**src/rtl/register_file.sv**
```systemverilog
// 32 x WIDTH general-purpose register file: two combinational read ports, one
// clocked write port, R[0] hardwired to zero, asynchronous active-high clear.
module register_file #(
    parameter int WIDTH = 32,
    parameter int ADDR  = 5
) (
    input  logic             clk,
    input  logic             reset,
    input  logic             RegWr,
    input  logic [ADDR-1:0]  Rw,
    input  logic [ADDR-1:0]  Ra,
    input  logic [ADDR-1:0]  Rb,
    input  logic [WIDTH-1:0] busW,
    output logic [WIDTH-1:0] busA,
    output logic [WIDTH-1:0] busB
);

    localparam int DEPTH = 2 ** ADDR;

    // R[0] has no storage element; only R[1..DEPTH-1] exist as flops.
    logic [WIDTH-1:0] regs [1:DEPTH-1];

    // NOTE: every register is cleared by reset, so this array is built from
    // flops rather than RAM macros, and the state register uses <= only.
    always_ff @(posedge clk or posedge reset) begin
        if (reset) begin
            for (int i = 1; i < DEPTH; i++) begin
                regs[i] <= '0;
            end
        end else if (RegWr && (Rw != '0)) begin
            regs[Rw] <= busW;
        end
    end

    // Reads see stored state only; a busW bypass would close a loop through the ALU.
    always_comb begin
        busA = '0;
        busB = '0;
        if (Ra != '0) busA = regs[Ra];
        if (Rb != '0) busB = regs[Rb];
    end

endmodule

```
**config.mk**
```make
export PLATFORM = sky130hd
export DESIGN_NAME = register_file
export DESIGN_NICKNAME = d
export VERILOG_FILES = /design/src/rtl/register_file.sv
export SDC_FILE = /design/constraint.sdc
export NUM_CORES = 2
export LEC_CHECK = 0
export CAP_MARGIN = 20
export CORE_MARGIN = 2
export CORE_UTILIZATION = 60
export CTS_BUF_LIST = sky130_fd_sc_hd__clkbuf_4 sky130_fd_sc_hd__clkbuf_8 sky130_fd_sc_hd__clkbuf_16
export DETAILED_ROUTE_END_ITERATION = 16
export GPL_TIMING_DRIVEN = 1
export PLACE_DENSITY = 0.78
export SLEW_MARGIN = 30
export SYNTH_ARGS = -nofsm -noshare
export SYNTH_HDL_FRONTEND = slang
export SYNTH_SLANG_ARGS = --single-unit
export TNS_END_PERCENT = 20
```
**constraint.sdc**
```tcl
create_clock -name clk -period 57.2 [get_ports clk]
set_clock_uncertainty 0.15 [all_clocks]
set_input_delay 11.44 -clock clk [delete_from_list [all_inputs] [get_ports clk]]
set_output_delay 11.44 -clock clk [all_outputs]
set_load 0.005 [all_outputs]
```
==> flow_summary_export.csv <==
group,metric,value,unit
outcome,status,"finished clean",
global_route,grt_usage,37.2,%
critical_path,cp-end-kind,"output port",
clocking,clockBufferDepth,3,
place,io_buffer_count,113,
clocking,hold_buffers,0,
final_layout,fin_area,59200,µm²
timing,relSlewSlack,25.3,%
route,route.vias.total,39400,
place,placed_area,55700,µm²
logic_synthesis,yosys.area.top_type,"dfrtp_1",
critical_path,arrival,15560,ps
timing,setup_viol,0,
power_and_ir_drop,ir_drop,0.0301,mV
route,viasPerCell,7.16,
final_layout,final_util,65.7,%
timing,slew_violations,0,
route,first_pass_iters,6,
power_and_ir_drop,p_leak,27.0,nW
place,gp_congestion,0.852,
timing,worst_pin_slew,1120,ps
floorplan,num_rows,110,
floorplan,dieArea,93500,µm²
logic_synthesis,yosys_warnings,0,
critical_path,r2r_start,"regs[619]$_DFFE_PP0P_",
global_route,antenna_found_initial,14,
floorplan,initial_utilization,60.6,%
timing,setup_tns,0,ps
clocking,clk_latency,680,ps
logic_synthesis,synth_cells,4356,
logic_synthesis,syn_nets,4406,
critical_path,worstSetupPathType,"primary input to output port",
logic_synthesis,yosysTopAreaCellShare,45.5,%
clocking,cts_root_buffer,"clkbuf_16",
route,wl,176000,µm
run,maxCapViolations,0,
route,drtIter0Drc,4808,
final_layout,final_layout_size_suffix_gt1_share,35.4,%
logic_synthesis,synth_area_per_cell,12.5,µm²
global_route,overflow,0,
timing,finalHoldViolCount,0,
clocking,clkTransAtPathRegs,60,ps
logic_synthesis,yosysSeqAreaShare,45.5,%
logic_synthesis,syn_area,54600,µm²
power_and_ir_drop,cellPowerDensity,35.0,nW/µm²
critical_path,start_kind,"primary input",
clocking,cts_setup_buffers,0,
timing,fin_crit_sh,47.5,%
logic_synthesis,synth_cell_types,40,
global_route,first_global_vias,39100,
min_path,min_path_type,"register to register",
min_path,min_from,"regs[577]$_DFFE_PP0P_",
final_layout,top_register,"regs",
timing,period_minus_slack,27150,ps
final_layout,fin_nets,4278,
floorplan,fp.dieW,306,µm
logic_synthesis,yosys_register_bits,992,
place,dp_slack,29920,ps
timing,max_freq,36.8,MHz
power_and_ir_drop,p_total,0.00207,W
floorplan,coreArea,90100,µm²
floorplan,ios,114,
clocking,cts_resized,0,
global_route,grt_pass1_wl,258000,µm
critical_path,critPathMaxFanout,74,
place,dp_hpwl,98500,µm
logic_synthesis,ys_top_cells_by_area,"dfrtp_1 (45%), mux2_2 (21%), mux2i_1 (14%)",
clocking,htree_levels,3,
critical_path,cp.required,45610,ps
route,wl_per_cell,32.0,µm
route,antenna_left,0,
final_layout,syn2layout_area_growth,8.41,%
final_layout,largest_reg_flops,992,
route,drc,0,
clocking,cts.sinks,992,
clocking,tritoncts,"done",
floorplan,die_height,306,µm
timing,grt_setup_unrepaired,"no",
final_layout,fillers,6589,
clocking,cts_inserted_buffers,103,
critical_path,critical_path.startpoint,"Rb[0]",
final_layout,largestRegisters,"regs: 992 flops",
timing,setup_ws,30050,ps
global_route,grt_max_degree,119,
cell families (layout without fill, tap and decap cells):
logic type	after synthesis	in the layout	synth area share [%]
muxes	1890	1890	38.5
and+or+nand+nor	650	650	6.02
DFF	992	992	45.5
buffers and inverters	438	397	4.40
other	0	6	0
AOI/OAI and AO/OA	386	386	5.63
critical path: stages:
cell             delay (ps)
buf_8                   490
buf_4                   840
buf_4                   760
mux2i_1                 190
o22ai_1                 210
nor3_1                   90
a211oi_1                710
clkdlybuf4s50_1         660
Yosys cell counts:
master	count
nand2_1	146
nand2b_1	70
o22ai_1	194
nor2b_1	2
a211oi_1	11
buf_8	6
or2_1	2
nor2_1	129
and3_1	1
or3b_4	1
nand2_4	2
a22oi_1	64
a211oi_2	51
dfrtp_1	992
inv_1	1
nor3b_1	2
buf_12	1
nand3_1	68
buf_6	26
buf_2	142
a41oi_1	2
nor3b_2	4
buf_1	10
clkbuf_1	171
nor4_1	64
nor3_1	67
and3b_1	3
mux2_1	30
mux4_2	62
o2111a_1	2
mux2i_1	768
nor2_2	12
clkbuf_4	2
nand4_1	62
or2_2	3
nor2_4	4
a221o_1	62
nand3b_1	8
buf_4	79
mux2_2	1030
metrics by stage:
step | std cells | hold WS, ps
after CTS | 5489 | 360
after detailed placement | 5297 | 344
after floorplan | 4356 | 320
after global placement | 5297 | 332
final | 5497 | 360
after global routing | 5496 | 376
area by class of cell:
cell class	instances	area, µm²	share of cell area (%)
Antenna cell	6	15.0	0.0254
Clock buffer	143	3030	5.12
Clock inverter	49	495	0.837
Inverter	1	11.3	0.0190
Multi-Input combinational cell	2926	27600	46.6
Sequential cell	992	24800	41.9
Tap cell	1176	1470	2.49
Timing Repair Buffer	204	1760	2.97
where the power goes:
part / internal [W] / leakage, nW / switching, W / total (W)
logic: 0.000225 / 12.5 / 0.000201 / 0.000427
clock network: 0.000410 / 1.80 / 0.000291 / 0.000701
registers: 0.000840 / 12.7 / 0.000107 / 0.000946
routing by layer:
layer | routed length, µm | part of all wire [%] | GRT usage (%)
met1 | 68800 | 39 | 50.1
met2 | 78200 | 44 | 56.5
met3 | 18700 | 11 | 8.94
met4 | 9960 | 5.7 | 18.4
met5 | 48 | 0.027 | 0
cell usage in the layout (no fill, tap or decap), types with 6 or more instances in the layout:
| cell | synthesis | routed |
|---|---|---|
| nand3_1 | 68 | 68 |
| nand4_1 | 62 | 62 |
| clkbuf_8 | 0 | 24 |
| nand2_2 | 0 | 17 |
| a22oi_1 | 64 | 64 |
| clkdlybuf4s50_1 | 0 | 74 |
| nand2b_1 | 70 | 62 |
| nor2_4 | 4 | 18 |
| nor4_1 | 64 | 62 |
| a211oi_1 | 11 | 10 |
| clkbuf_16 | 0 | 104 |
| dfrtp_1 | 992 | 992 |
| nand2_1 | 146 | 129 |
| mux4_2 | 62 | 62 |
| buf_6 | 26 | 9 |
| bufinv_16 | 0 | 9 |
| diode_2 | 0 | 6 |
| nor3_1 | 67 | 67 |
| mux2i_1 | 768 | 768 |
| buf_2 | 142 | 33 |
| a211oi_2 | 51 | 52 |
| o22ai_1 | 194 | 194 |
| nand3b_1 | 8 | 8 |
| mux2_2 | 1030 | 1030 |
| mux2_1 | 30 | 30 |
| nor2_1 | 129 | 127 |
| clkbuf_4 | 2 | 17 |
| a221o_1 | 62 | 62 |
| buf_4 | 79 | 80 |
| clkinv_2 | 0 | 35 |
path summary, 6_finish.rpt:
path                                              end  slack [ps]  cells past startpoint
worst max-delay path                         busB[20]       30050                      8
max in group asynchronous       regs[421]$_DFFE_PP0P_       42990                      7
worst min register to register  regs[577]$_DFFE_PP0P_         360                      1
worst min-delay path            regs[577]$_DFFE_PP0P_         360                      1
min in group asynchronous       regs[471]$_DFFE_PP0P_       10980                      2
worst max register to register  regs[619]$_DFFE_PP0P_       56230                      1
(Power assumes the default switching activity.)
